**src/rtl/qed_constraint_pkg.sv**
```systemverilog
`default_nettype none
// ============================================================================
// Package     : qed_constraint_pkg
// Description : Shared encodings for the SQED instruction-stream constraint.
//               Holds the opcode/funct localparams, the instruction-class and
//               FSM-state enums, and small helper functions.
// Revision    : 1.0 - initial release
// ============================================================================
package qed_constraint_pkg;

  // Major opcodes
  localparam logic [6:0] OP_IMM   = 7'b0010011;
  localparam logic [6:0] OP_REG   = 7'b0110011;
  localparam logic [6:0] OP_LOAD  = 7'b0000011;
  localparam logic [6:0] OP_STORE = 7'b0100011;
  localparam logic [6:0] OP_NOP   = 7'h7F;

  // funct3 values
  localparam logic [2:0] F3_ADD_SUB = 3'b000;
  localparam logic [2:0] F3_SLL     = 3'b001;
  localparam logic [2:0] F3_SRL_SRA = 3'b101;
  localparam logic [2:0] F3_WORD    = 3'b010;

  // funct7 values
  localparam logic [6:0] F7_BASE   = 7'b0000000;
  localparam logic [6:0] F7_ALT    = 7'b0100000;
  localparam logic [6:0] F7_MULDIV = 7'b0000001;

  typedef enum logic [2:0] {
    CLS_NONE = 3'd0,
    CLS_I    = 3'd1,
    CLS_LW   = 3'd2,
    CLS_R    = 3'd3,
    CLS_SW   = 3'd4,
    CLS_NOP  = 3'd5
  } inst_class_t;

  typedef enum logic {
    RUN    = 1'b0,
    SHADOW = 1'b1
  } state_t;

  // Register index lies inside the original half of the partition.
  function automatic logic reg_ok(input logic [4:0] r, input int unsigned lim);
    return (32'(r) < lim);
  endfunction

  // Offset only uses the low 'bits' bits (upper immediate bits all zero).
  function automatic logic mem_imm_ok(input logic [11:0] imm, input int unsigned bits);
    return ((32'(imm) >> bits) == 32'd0);
  endfunction

endpackage : qed_constraint_pkg
`default_nettype wire

```
**src/rtl/qed_inst_classify.sv**
```systemverilog
`default_nettype none
// ============================================================================
// Module      : qed_inst_classify
// Description : Purely combinational decoder. Classifies a fetched word and
//               reports whether it is statically legal for the original
//               SQED stream, together with its register fields and usage.
// Ports       : instruction  in  32  fetched word
//               inst_class   out 3   NONE/I/LW/R/SW/NOP
//               static_ok    out 1   legal ignoring history
//               rs1/rs2/rd   out 5   raw register fields
//               uses_rs1     out 1   word reads rs1
//               uses_rs2     out 1   word reads rs2 (R and SW)
//               is_mem       out 1   LW or SW
// Revision    : 1.0 - initial release
// ============================================================================
module qed_inst_classify
  import qed_constraint_pkg::*;
#(
  parameter int unsigned ORIG_REGS     = 16,
  parameter bit          ENABLE_MULDIV = 1'b1,
  parameter int unsigned MEM_ADDR_BITS = 10
) (
  input  logic [31:0] instruction,
  output inst_class_t inst_class,
  output logic        static_ok,
  output logic [4:0]  rs1,
  output logic [4:0]  rs2,
  output logic [4:0]  rd,
  output logic        uses_rs1,
  output logic        uses_rs2,
  output logic        is_mem
);

  logic [6:0]  opcode;
  logic [2:0]  funct3;
  logic [6:0]  funct7;
  logic [11:0] imm_i;
  logic [11:0] imm_s;
  logic        op_ok;
  logic        regs_ok;

  assign opcode = instruction[6:0];
  assign rd     = instruction[11:7];
  assign funct3 = instruction[14:12];
  assign rs1    = instruction[19:15];
  assign rs2    = instruction[24:20];
  assign funct7 = instruction[31:25];
  assign imm_i  = instruction[31:20];
  assign imm_s  = {instruction[31:25], instruction[11:7]};

  assign static_ok = op_ok && regs_ok;

  always_comb begin
    inst_class = CLS_NONE;
    op_ok      = 1'b0;
    regs_ok    = 1'b0;
    uses_rs1   = 1'b0;
    uses_rs2   = 1'b0;
    is_mem     = 1'b0;
    case (opcode)
      OP_IMM: begin
        inst_class = CLS_I;
        uses_rs1   = 1'b1;
        regs_ok    = reg_ok(rs1, ORIG_REGS) && reg_ok(rd, ORIG_REGS);
        case (funct3)
          F3_SLL:     op_ok = (funct7 == F7_BASE);
          F3_SRL_SRA: op_ok = (funct7 == F7_BASE) || (funct7 == F7_ALT);
          default:    op_ok = 1'b1;
        endcase
      end
      OP_REG: begin
        inst_class = CLS_R;
        uses_rs1   = 1'b1;
        uses_rs2   = 1'b1;
        regs_ok    = reg_ok(rs1, ORIG_REGS) && reg_ok(rs2, ORIG_REGS) &&
                     reg_ok(rd, ORIG_REGS);
        case (funct7)
          F7_BASE:   op_ok = 1'b1;
          F7_ALT:    op_ok = (funct3 == F3_ADD_SUB) || (funct3 == F3_SRL_SRA);
          // funct3 000..011 are MUL/MULH/MULHSU/MULHU; divides stay illegal
          F7_MULDIV: op_ok = ENABLE_MULDIV && !funct3[2];
          default:   op_ok = 1'b0;
        endcase
      end
      OP_LOAD: begin
        inst_class = CLS_LW;
        uses_rs1   = 1'b1;
        is_mem     = 1'b1;
        regs_ok    = reg_ok(rd, ORIG_REGS);
        op_ok      = (funct3 == F3_WORD) && (rs1 == 5'd0) &&
                     mem_imm_ok(imm_i, MEM_ADDR_BITS);
      end
      OP_STORE: begin
        inst_class = CLS_SW;
        uses_rs1   = 1'b1;
        uses_rs2   = 1'b1;
        is_mem     = 1'b1;
        regs_ok    = reg_ok(rs2, ORIG_REGS);
        op_ok      = (funct3 == F3_WORD) && (rs1 == 5'd0) &&
                     mem_imm_ok(imm_s, MEM_ADDR_BITS);
      end
      OP_NOP: begin
        // Every other field is don't-care for the NOP encoding
        inst_class = CLS_NOP;
        op_ok      = 1'b1;
        regs_ok    = 1'b1;
      end
      default: begin
        inst_class = CLS_NONE;
      end
    endcase
  end

endmodule : qed_inst_classify
`default_nettype wire

```
**src/rtl/qed_inst_constraint_seq.sv**
```systemverilog
`default_nettype none
// ============================================================================
// Module      : qed_inst_constraint_seq
// Description : Sequential instruction-stream constraint for SQED formal runs.
//               Combines the static decoder with a load-use shadow FSM and a
//               saturating memory-op budget. 'allowed' is combinational; under
//               FORMAL an assumption restricts the fetch stream to allowed
//               words. A sticky violation flag supports simulation.
// Ports       : clk          in  1   clock, rising edge
//               rst          in  1   asynchronous reset, active-high
//               instruction  in  32  fetched word
//               inst_valid   in  1   word accepted by core this cycle
//               restart      in  1   sync clear of shadow, budget, violation
//               allowed      out 1   word legal given current state
//               inst_class   out 3   0 NONE,1 I,2 LW,3 R,4 SW,5 NOP
//               mem_ops      out CW  accepted LW+SW count, saturating
//               shadow       out 1   load-use shadow active
//               violation    out 1   sticky: set on inst_valid && !allowed
// Revision    : 1.0 - initial release
// ============================================================================
module qed_inst_constraint_seq
  import qed_constraint_pkg::*;
#(
  parameter int unsigned ORIG_REGS     = 16,
  parameter bit          ENABLE_MULDIV = 1'b1,
  parameter int unsigned MEM_ADDR_BITS = 10,
  parameter int unsigned LOAD_USE_GAP  = 2,
  parameter int unsigned MAX_MEM_OPS   = 8
) (
  input  logic                               clk,
  input  logic                               rst,
  input  logic [31:0]                        instruction,
  input  logic                               inst_valid,
  input  logic                               restart,
  output logic                               allowed,
  output logic [2:0]                         inst_class,
  output logic [$clog2(MAX_MEM_OPS+1)-1:0]   mem_ops,
  output logic                               shadow,
  output logic                               violation
);

  localparam int unsigned CW     = $clog2(MAX_MEM_OPS + 1);
  localparam int unsigned GW     = (LOAD_USE_GAP < 1) ? 1 : $clog2(LOAD_USE_GAP + 1);
  localparam bit          LU_ON  = (LOAD_USE_GAP > 0);
  localparam logic [CW-1:0] MEM_MAX = CW'(MAX_MEM_OPS);
  localparam logic [GW-1:0] GAP_RLD = GW'(LOAD_USE_GAP);

  // Decoder outputs
  inst_class_t cls;
  logic        static_ok;
  logic [4:0]  rs1;
  logic [4:0]  rs2;
  logic [4:0]  rd;
  logic        uses_rs1;
  logic        uses_rs2;
  logic        is_mem;

  // State and next-state
  state_t          state;
  state_t          state_nxt;
  logic [GW-1:0]   gap_cnt;
  logic [GW-1:0]   gap_cnt_nxt;
  logic [4:0]      ld_rd;
  logic [4:0]      ld_rd_nxt;
  logic [CW-1:0]   mem_ops_nxt;
  logic            violation_nxt;

  logic shadow_hit;
  logic budget_hit;
  logic accept;
  logic is_load;

  qed_inst_classify #(
    .ORIG_REGS     (ORIG_REGS),
    .ENABLE_MULDIV (ENABLE_MULDIV),
    .MEM_ADDR_BITS (MEM_ADDR_BITS)
  ) u_classify (
    .instruction (instruction),
    .inst_class  (cls),
    .static_ok   (static_ok),
    .rs1         (rs1),
    .rs2         (rs2),
    .rd          (rd),
    .uses_rs1    (uses_rs1),
    .uses_rs2    (uses_rs2),
    .is_mem      (is_mem)
  );

  assign inst_class = cls;
  assign shadow     = (state == SHADOW);
  assign is_load    = (cls == CLS_LW);

  // ld_rd==0 never creates a hazard: x0 reads are constant.
  assign shadow_hit = (state == SHADOW) && (ld_rd != 5'd0) &&
                      ((uses_rs1 && (rs1 == ld_rd)) ||
                       (uses_rs2 && (rs2 == ld_rd)));
  assign budget_hit = is_mem && (mem_ops == MEM_MAX);

  assign allowed = static_ok && !shadow_hit && !budget_hit;
  assign accept  = inst_valid && allowed;

  always_comb begin
    state_nxt     = state;
    gap_cnt_nxt   = gap_cnt;
    ld_rd_nxt     = ld_rd;
    mem_ops_nxt   = mem_ops;
    violation_nxt = violation;
    if (restart) begin
      // restart outranks a same-cycle accepted word; that word is dropped
      state_nxt     = RUN;
      gap_cnt_nxt   = '0;
      ld_rd_nxt     = 5'd0;
      mem_ops_nxt   = '0;
      violation_nxt = 1'b0;
    end else begin
      if (inst_valid && !allowed) begin
        violation_nxt = 1'b1;
      end
      if (accept) begin
        if (is_mem && (mem_ops != MEM_MAX)) begin
          mem_ops_nxt = mem_ops + CW'(1);
        end
        if (LU_ON && is_load && (rd != 5'd0)) begin
          // Entering or reloading the shadow behaves identically
          state_nxt   = SHADOW;
          ld_rd_nxt   = rd;
          gap_cnt_nxt = GAP_RLD;
        end else if (state == SHADOW) begin
          gap_cnt_nxt = gap_cnt - GW'(1);
          if (gap_cnt == GW'(1)) begin
            state_nxt = RUN;
          end
        end
      end
    end
  end

  always_ff @(posedge clk or posedge rst) begin
    if (rst) begin
      state     <= RUN;
      gap_cnt   <= '0;
      ld_rd     <= 5'd0;
      mem_ops   <= '0;
      violation <= 1'b0;
    end else begin
      state     <= state_nxt;
      gap_cnt   <= gap_cnt_nxt;
      ld_rd     <= ld_rd_nxt;
      mem_ops   <= mem_ops_nxt;
      violation <= violation_nxt;
    end
  end

`ifdef FORMAL
  always_comb begin
    if (!rst) begin
      assume (!inst_valid || allowed);
    end
  end
`endif

endmodule : qed_inst_constraint_seq
`default_nettype wire

```
**config.mk**
```make
export PLATFORM = sky130hd
export DESIGN_NAME = qed_inst_constraint_seq
export DESIGN_NICKNAME = d
export VERILOG_FILES = /design/src/rtl/qed_constraint_pkg.sv /design/src/rtl/qed_inst_classify.sv /design/src/rtl/qed_inst_constraint_seq.sv
export SDC_FILE = /design/constraint.sdc
export NUM_CORES = 1
export LEC_CHECK = 0
export ABC_AREA = 0
export CORE_UTILIZATION = 45
export CTS_BUF_LIST = sky130_fd_sc_hd__clkbuf_8 sky130_fd_sc_hd__clkbuf_16
export DETAILED_ROUTE_END_ITERATION = 6
export DONT_BUFFER_PORTS = 1
export GPL_TIMING_DRIVEN = 0
export PLACE_DENSITY_LB_ADDON = 0.08
export SYNTH_ARGS = -nofsm -noshare
export SYNTH_HDL_FRONTEND = slang
export SYNTH_SLANG_ARGS = --single-unit
```
**constraint.sdc**
```tcl
create_clock -name clk -period 2.1 [get_ports clk]
set_clock_uncertainty 0.05 [all_clocks]
set_input_delay 0.21 -clock clk [delete_from_list [all_inputs] [get_ports clk]]
set_output_delay 0.21 -clock clk [all_outputs]
set_load 0.02 [all_outputs]
```
==> metrics.cfg, run 1 <==
[status]
status=complete, but fails checks
violations=setup timing

[logic_synthesis]
syn_inst=136
avgSynthCellArea_um2=8.66
synthArstFlopShare=1.00
yosysUniqueCellTypes=42
synth_edf_count=0
synth-seq-area-share=0.276
ys_warn_count=0
syn-num-nets=175
syn_area_mm2=0.00118
synth-main-ff-cell=dfrtp_1
ys_seq_elements=13

[critical_path]
critPathLaunch=ld_rd[1]
crit_required_ns=1.84
cp_slowest_cell=or4_4
cp_num_buf_inv=1
arrival_ns=1.86
r2r-start=ld_rd[1]
worstSetupStartpointType=flip-flop
worstRegToRegCells=5
worst-r2r-setup-slack_ns=0.02
reg2reg_to=gap_cnt[0]
path_cells=or4_4 > o211ai_1 > o22ai_2 > buf_6 > nor2_4
worstPathMaxFanout=8
endpoint=allowed
end_kind=primary output
timing_worst_setup_path_type=flip-flop to primary output
cp_top_family=simple AND/OR/NAND/NOR gates
cp.depth=5
crit_path_max_incr_delay_ns=0.53

[finish]
design_area_mm2=0.00143
most-common-layout-cells=11 x nand2b_1, 11 x dfrtp_1, 10 x xnor2_1, 7 x nand2_1, 7 x inv_1
layout-drive-gt1-share=0.236
area_growth_pct=21.6
num-nets-final=188
antenna_cells=0

[global_route]
grt_pass1_wl_um=4180
grt_use_total=0.209
grt-ovfl-total=0
grt_max_degree=14
antenna_found_initial=0
first_global_vias=973

[power_and_ir_drop]
p_int_uw=414
ir_worst_vdd_uv=620
combPwrFrac=0.127
power_leakage_uw=0.000505
p_per_area_mw_per_mm2=379
p_switching_uw=129
pwr-share-seq=0.469
clkPwrFrac=0.404
swShare=0.237

[timing]
setup_ws_ns=-0.0190
hold_viol=0
min_period_over_period=1.01
finalCriticalPeriod_ns=2.12
hold_slack_ns=0.0543
tightest_slew_ns=0.610
fmax_mhz=472
grt_setup_unrepaired=yes
finalSetupViolations=1
max-slew-margin-rel=0.593
maxSlewViolCount=0

[clock_network]
cts-htree-levels=1
cts_tree=done
cts_sinks=13
cts-root-buf=clkbuf_8
cts_buffers=3
clkLatencyLatePin_ns=0.25
path_clk_slew_ns=0.05
clock_path_buffers=2

[placement]
gp_congestion=0.775
dp_hpwl_um=2180
io_buffers=0
post_dp_cell_area_mm2=0.00121

[floorplan]
num_rows=18
core-area_mm2=0.00248
ios=46
die_h_um=53.2
die-width_um=53.2
initial_utilization=0.475
die-area_mm2=0.00282

[routing]
firstDrtPassIters=4
drt_first_iter_violations=24
vias=1116
drc=0
drtAntennaViolNets=0
routed_wl_um=2910
wire_per_inst_um=16.4
avgViaCountPerCell=6.27

[min_path]
hp-class=input port to flip-flop

[flow_run]
max_cap_viol_count=0

-- routing by layer --
| metal | wire (µm) | track usage | vias to the layer above |
|---|---|---|---|
| met2 | 1470 | 0.382 | 37 |
| met5 | 0 | 0 | - |
| met3 | 149 | 0.0316 | 4 |
| met4 | 25 | 0.0526 | 0 |
| met1 | 1270 | 0.251 | 543 |
| li1 | - | - | 532 |
-- area by class of cell --
class                           instances  area [µm²]
Tap cell                               30        37.5
Fill cell                             222        1050
Multi-Input combinational cell        112         896
Clock buffer                            3        41.3
Timing Repair Buffer                    8        66.3
Inverter                                6        22.5
Sequential cell                        13         328
Buffer                                  5        36.3
Clock inverter                          1        3.75
-- repair_timing --
action / CTS / global route
pin swaps: 13 / 8
endpoints found under the setup margin: 13 / 14
hold endpoints to repair: 13 / 0
resized for setup: 11 / 13
setup buffers: 7 / 0
cloned: 0 / 0
hold buffers: 1 / 0
-- cell usage after synthesis (2+ instances only) --
library cell | instances | area, µm²
a21oi_1 | 8 | 40.0
and3_1 | 2 | 12.5
buf_2 | 3 | 15.0
dfrtp_1 | 13 | 325
ha_1 | 3 | 37.5
inv_1 | 6 | 22.5
mux2i_1 | 5 | 50.1
nand2_1 | 8 | 30.0
nand2b_1 | 11 | 68.8
nand3_1 | 6 | 30.0
nand4_1 | 3 | 18.8
nor2_1 | 8 | 30.0
nor2b_1 | 2 | 12.5
nor3_1 | 3 | 15.0
nor3_4 | 2 | 32.5
nor4_1 | 3 | 18.8
nor4b_1 | 3 | 26.3
o21ai_0 | 4 | 20.0
o31a_1 | 2 | 17.5
o31ai_1 | 5 | 37.5
or3_1 | 2 | 12.5
or4_1 | 5 | 37.5
xnor2_1 | 10 | 87.6
-- sequential cells by signal, indices dropped and copies added (netlist names) --
name       count
ld_rd          5
mem_ops        4
gap_cnt        2
shadow         1
violation      1
-- worst reg2reg max path, delay by kind of cell, from the launching register on --
family / cells / cell delay [ns]
DFF: 1 / 0.37
AOI/OAI and AO/OA: 3 / 0.55
and+or+nand+nor: 2 / 1.05
-- cells by family after synthesis --
kind of cell / share of synthesized area
adder cells (fa/ha/maj): 0.0319
AND/OR/NAND/NOR: 0.342
flip-flops: 0.276
XOR/XNOR: 0.0818
AO/OA/AOI/OAI: 0.181
multiplexers: 0.0425
buffers and inverters: 0.0446
-- stage by stage --
stage          TNS, ns  instances   util  total power (µW)  setup WS (ns)
2_1_floorplan        0        136      -               312         0.0330
3_3_place_gp     -1.59        166  0.490               321         -0.217
3_5_place_dp     -1.79        166  0.490               321         -0.237
4_1_cts        -0.0658        178  0.552               541        -0.0658
5_1_grt         -0.801        178  0.578               559         -0.110
6_report       -0.0190        178  0.578               543        -0.0190
-- power by group through the flow --
stage / Combinational, µW / Sequential, µW / Clock [µW]
3_3_place_gp: 61.9 / 259 / 0
5_1_grt: 75.8 / 254 / 229
6_report: 69.2 / 255 / 219
3_5_place_dp: 62.6 / 259 / 0
4_1_cts: 67.0 / 254 / 219
2_1_floorplan: 53.1 / 259 / 0
-- how the worst min path moves through the flow --
stage / depth (start not counted) / endpoint / startpoint / slack [ns]
final: 2 / violation / inst_valid / 0.05
after detailed placement: 1 / violation / rst / 0.12
after global routing: 2 / violation / inst_valid / 0.06
after floorplan: 1 / gap_cnt[0] / rst / 0.04
after CTS: 2 / ld_rd[1] / instruction[8] / 0.08
after global placement: 1 / ld_rd[0] / rst / 0.10
Note: power is estimated with default switching activity, not from simulation.
==> run 2, diff against run 1 <==
--- a/config.mk
+++ b/config.mk
@@ -7,7 +7,7 @@
 export LEC_CHECK = 0
 export ABC_AREA = 0
 export CORE_UTILIZATION = 45
-export CTS_BUF_LIST = sky130_fd_sc_hd__clkbuf_8 sky130_fd_sc_hd__clkbuf_16
+export CTS_BUF_LIST = sky130_fd_sc_hd__clkbuf_4 sky130_fd_sc_hd__clkbuf_8
 export DETAILED_ROUTE_END_ITERATION = 6
 export DONT_BUFFER_PORTS = 1
 export GPL_TIMING_DRIVEN = 0
==> run 2 against run 1 <==
- register-to-register slack hardly changed
- maximum frequency is 1.4% lower
- flip-flop and latch count stayed put
- non-clock buffer count stayed put
- utilization is 0.61 points lower
- global-route usage is 0.12 points higher
- sequential power hardly changed
- clock-buffer cell count is 1 higher
- critical path depth stayed put
- highest routed layer unchanged
- combinational power hardly changed
- the flow still finishes with violations (setup timing)
==> metrics.cfg, run 2 (synthesized netlist as in run 1, its figures left out) <==
[finish]
antenna_cells=0  ; unchanged
top_regs=ld_rd: 5 flops, mem_ops: 4 flops, gap_cnt: 2 flops
design_area_mm2=0.00142  ; -1.0%
regMostFlops=ld_rd
num-nets-final=188  ; unchanged
area_growth_pct=20.3
fillCellCount=224  ; +0.90%
most-common-layout-cells=11 x nand2b_1, 11 x dfrtp_1, 10 x xnor2_1, 7 x nand2_1
layout-drive-gt1-share=0.243  ; +0.00676
largest_register_ffs=5  ; unchanged

[floorplan]
die_h_um=53.2  ; unchanged
core-area_mm2=0.00248  ; unchanged
initial_utilization=0.475  ; unchanged
die-area_mm2=0.00282  ; unchanged
die-width_um=53.2  ; unchanged
ios=46  ; unchanged
num_rows=18  ; unchanged

[global_route]
grt-ovfl-total=0  ; unchanged
grt_max_degree=14  ; unchanged
first_global_vias=970  ; -0.31%
grt_pass1_wl_um=4200  ; +0.50%
antenna_found_initial=0  ; unchanged
grt_use_total=0.210  ; +0.00121

[critical_path]
worstPathMaxFanout=8  ; unchanged
arrival_ns=1.89  ; +0.03 ns
crit_path_max_incr_delay_ns=0.53  ; about the same
reg2reg_to=mem_ops[1]
cp_top_family=simple AND/OR/NAND/NOR gates
end_kind=primary output
worstRegToRegCells=5  ; unchanged
worstSetupStartpointType=flip-flop
cp_slowest_cell=or4_4
worst-r2r-setup-slack_ns=0.01  ; about the same
crit_required_ns=1.84  ; about the same
timing_worst_setup_path_type=flip-flop to primary output
path_cells=or4_4 > o211ai_1 > o22ai_2 > buf_6 > nor2_4
cp_num_buf_inv=1  ; unchanged
r2r-start=ld_rd[1]

[timing]
finalSetupViolations=1  ; unchanged
finalCriticalPeriod_ns=2.15  ; +0.0309 ns
hold_viol=0  ; unchanged
max-slew-margin-rel=0.600  ; +0.00734
fmax_mhz=465  ; -1.4%
setup_ws_ns=-0.0499  ; -0.0309 ns
min_period_over_period=1.02  ; +0.0147
maxSlewViolCount=0  ; unchanged
tightest_slew_ns=0.599  ; -0.0110 ns
grt_setup_unrepaired=yes

[clock_network]
cts_buffers=3  ; unchanged
cts-root-buf=clkbuf_4
cts-htree-levels=1  ; unchanged
clock_path_buffers=2  ; unchanged
cts_tree=done
cts_sinks=13  ; unchanged
path_clk_slew_ns=0.07  ; +0.02 ns
clkLatencyLatePin_ns=0.28  ; +0.03 ns

[routing]
avgViaCountPerCell=6.38  ; +1.8%
wl_met1_um=1220  ; -4.2%
dr_wl_met2_um=1470  ; +0.14%
drtAntennaViolNets=0  ; unchanged
routed.top_layer=met4
routed_wl_um=2890  ; -0.89%
drc=0  ; unchanged
drt_first_iter_violations=27  ; +13%
vias=1136  ; +1.8%
firstDrtPassIters=4  ; unchanged
wire_per_inst_um=16.2  ; -0.89%
dr_wl_met3_um=176  ; +18%

[min_path]
hold_end=violation
worstHoldStart=inst_valid
hp-class=input port to flip-flop
hold_depth=2  ; unchanged

[placement]
pre_cts_ws_ns=-0.237  ; unchanged
gp_congestion=0.775  ; unchanged
post_dp_cell_area_mm2=0.00121  ; unchanged
io_buffers=0  ; unchanged
dp_hpwl_um=2180  ; unchanged

[flow_run]
max_cap_viol_count=0  ; unchanged

[power_and_ir_drop]
total_power_uw=492  ; -9.3%
ir_worst_vdd_uv=347  ; -44%
p_per_area_mw_per_mm2=348  ; -8.4%
power_leakage_uw=0.000496  ; -1.7%

[status]
violations=setup timing
status=complete, but fails checks

run 2: worst max-delay path by stage:
| stage | start | end | slack [ns] | cells past startpoint |
|---|---|---|---|---|
| 2_1_floorplan | ld_rd[0] | ld_rd[0] | 0.03 | 6 |
| 3_3_place_gp | ld_rd[0] | ld_rd[2] | -0.22 | 6 |
| 3_5_place_dp | ld_rd[0] | ld_rd[3] | -0.24 | 6 |
| 4_1_cts | ld_rd[1] | allowed | -0.11 | 5 |
| 5_1_grt | ld_rd[1] | allowed | -0.16 | 5 |
| 6_report | ld_rd[1] | allowed | -0.05 | 5 |
run 2: layout make-up:
class,instances,area [µm²],area share
buffer,5,36.3,0.0256
timing repair buffer,8,66.3,0.0468
inverter,6,22.5,0.0159
tap,30,37.5,0.0265
multi-input combinational,112,896,0.633
clock buffer,4,30.0,0.0212
sequential,13,328,0.231
run 2: metal layers:
layer  track usage  vias to the layer above
met5             0                        -
met4        0.0658                        0
met3        0.0316                        4
met2         0.369                       41
met1         0.260                      554
li1              -                      537
run 2: per-stage QoR:
stage          std cells  hold WS, ns   util  TNS [ns]
2_1_floorplan        136       0.0370      -         0
3_3_place_gp         166        0.102  0.490     -1.59
3_5_place_dp         166        0.115  0.490     -1.79
4_1_cts              178       0.0367  0.546    -0.108
5_1_grt              178       0.0138  0.572    -0.887
6_report             178       0.0204  0.572   -0.0499
run 2: repair_timing:
action,CTS,global route
endpoints found under the hold margin,13,0
gates resized for setup,11,13
setup buffers,7,0
setup endpoints to repair,13,14
pin swaps,13,10
hold buffers,1,0
run 2: where the power goes:
group | switching [µW] | internal [µW]
Clock | 83.0 | 86.5
Sequential | 2.50 | 251
Combinational | 35.7 | 33.3
Total | 121 | 371
==> run 3, diff against run 2 <==
--- a/config.mk
+++ b/config.mk
@@ -6,12 +6,14 @@
 export NUM_CORES = 1
 export LEC_CHECK = 0
 export ABC_AREA = 0
+export CORE_MARGIN = 2
 export CORE_UTILIZATION = 45
 export CTS_BUF_LIST = sky130_fd_sc_hd__clkbuf_4 sky130_fd_sc_hd__clkbuf_8
 export DETAILED_ROUTE_END_ITERATION = 6
 export DONT_BUFFER_PORTS = 1
 export GPL_TIMING_DRIVEN = 0
 export PLACE_DENSITY_LB_ADDON = 0.08
+export SETUP_SLACK_MARGIN = 0.02
 export SYNTH_ARGS = -nofsm -noshare
 export SYNTH_HDL_FRONTEND = slang
 export SYNTH_SLANG_ARGS = --single-unit
==> run 3 against run 2 <==
- critical endpoint unchanged
- global-route usage fell by 1.1 points
- utilization rose by 1.2 points
- worst hold slack gained 0.012 ns
- the flow still finishes with violations (setup timing)
- via count fell by 1.2%
- die area rose by 7.7%
- register-to-register slack worse by 0.02 ns
==> metrics.cfg, run 3 (synthesized netlist as in run 1, its figures left out) <==
[timing]
setup_ws_ns=-0.0544  ; -0.00445 ns
fin_setup_tns_ns=-0.0676  ; -0.0177 ns
hold_viol=0  ; unchanged
min_period_over_period=1.03  ; +0.00212
finalCriticalPeriod_ns=2.15  ; +0.00445 ns
finalSetupViolations=2  ; +1
tightest_slew_ns=0.608  ; +0.00911 ns
fmax_mhz=464  ; -0.21%
maxSlewViolCount=0  ; unchanged
grt_setup_unrepaired=yes
max-slew-margin-rel=0.594  ; -0.00609

[global_route]
grt_pass1_wl_um=4260  ; +1.5%
grt_max_degree=14  ; unchanged
antenna_found_initial=0  ; unchanged
grt-ovfl-total=0  ; unchanged
grt_use_total=0.199  ; -0.0108
first_global_vias=1039  ; +7.1%

[routing]
firstDrtPassIters=4  ; unchanged
routed_wl_um=3030  ; +5.0%
drtAntennaViolNets=0  ; unchanged
avgViaCountPerCell=6.27  ; -1.8%
drt_first_iter_violations=19  ; -30%
wire_per_inst_um=16.9  ; +4.4%
vias=1122  ; -1.2%
drc=0  ; unchanged

[min_path]
hold_depth=2  ; unchanged
hp-class=input port to flip-flop

[finish]
final_common_cell=nand2b_1
area_growth_pct=22.8
most-common-layout-cells=11 x nand2b_1, 10 x xnor2_1, 10 x dfrtp_1
design_area_mm2=0.00145  ; +2.1%
top_regs=ld_rd: 5 flops, mem_ops: 4 flops, gap_cnt: 2 flops
fillCellCount=218  ; -2.7%
antenna_cells=0  ; unchanged
largest_register_ffs=5  ; unchanged
layout-drive-gt1-share=0.268  ; +0.0252
regMostFlops=ld_rd
num-nets-final=189  ; +0.53%
fin_util=0.584  ; +0.0121

[clock_network]
cts-htree-levels=1  ; unchanged
clock_path_buffers=2  ; unchanged
cts_tree=done
cts_sinks=13  ; unchanged
clkLatencyLatePin_ns=0.28  ; about the same
path_clk_slew_ns=0.08  ; about the same
cts_buffers=3  ; unchanged
cts-root-buf=clkbuf_4

[critical_path]
end_kind=primary output
worstSetupStartpointType=flip-flop
arrival_ns=1.89  ; about the same
crit_required_ns=1.84  ; about the same
timing_worst_setup_path_type=flip-flop to primary output
worstRegToRegCells=5  ; unchanged
worstPathMaxFanout=6  ; -2

[placement]
post_dp_cell_area_mm2=0.00121  ; unchanged
io_buffers=0  ; unchanged
gp_congestion=0.759  ; -2.1%
dp_hpwl_um=2300  ; +5.6%

[status]
status=complete, but fails checks
violations=setup timing

[floorplan]
initial_utilization=0.475  ; unchanged
ios=46  ; unchanged
die-area_mm2=0.00304  ; +7.7%
num_rows=18  ; unchanged
die_h_um=55.2  ; +3.8%
die-width_um=55.2  ; +3.8%
core-area_mm2=0.00248  ; unchanged

[power_and_ir_drop]
p_per_area_mw_per_mm2=343  ; -1.3%
power_leakage_uw=0.000500  ; +0.66%
ir_worst_vdd_uv=423  ; +22%

[flow_run]
max_cap_viol_count=0  ; unchanged

[run 3: cell count changes in the layout (fill, tap and decap cells not counted), sizes merged]
cell | previous run | this run
buf | 11 | 12
[run 3: metal layers]
metal	part of all wire	vias up	global-route usage	routed length, µm
li1	-	535	-	-
met1	0.41	532	0.239	1240
met2	0.51	49	0.345	1540
met3	0.073	6	0.0296	221
met4	0.013	0	0.0976	38
met5	0	-	0	0
[run 3: worst max-delay path, cell delays in order, from the launching register on]
cell and delay [ns]:
dfrtp_2 0.41, or4_4 0.51, o211ai_1 0.24, o22ai_2 0.15, buf_6 0.17, nor2_4 0.14
[run 3: power by group]
group	internal [µW]	switching (µW)	total [µW]	leakage, µW
registers	251	2.51	254	0.000175
clock network	86.5	87.0	173	0.0000184
logic	33.1	35.8	68.9	0.000306
[run 3: repair_timing]
action / in CTS / in global routing
pin swaps: 19 / 7
gates cloned: 0 / 0
endpoints found under the hold margin: 13 / 0
resized for setup: 17 / 12
setup buffers: 7 / 1
endpoints found under the setup margin: 14 / 14
hold buffers: 1 / 0
[run 3: metrics by stage]
step	cells	worst slack, ns	hold slack, ns	total power (µW)
floorplan	136	0.0330	0.0370	312
global placement	166	-0.205	0.100	320
detailed placement	166	-0.250	0.119	322
CTS	178	-0.109	0.0278	498
global route	179	-0.136	0.0328	515
finish	179	-0.0544	0.0325	496
[run 3: layout make-up]
class	instances	area, µm²	share of cell area
Multi-Input combinational cell	112	917	0.634
Sequential cell	13	329	0.228
Timing Repair Buffer	9	73.8	0.0510
Tap cell	30	37.5	0.0260
Buffer	5	36.3	0.0251
Clock buffer	4	30.0	0.0208
Inverter	6	22.5	0.0156
[run 3: final timing paths]
path | start | to | slack (ns)
setup / recovery | ld_rd[0] | allowed | -0.05
hold / removal | instruction[7] | ld_rd[0] | 0.03
setup reg to reg | ld_rd[0] | gap_cnt[0] | -0.01
hold reg to reg | gap_cnt[0] | gap_cnt[0] | 0.53
max in group asynchronous | rst | ld_rd[0] | 1.26
min in group asynchronous | rst | gap_cnt[1] | 0.35
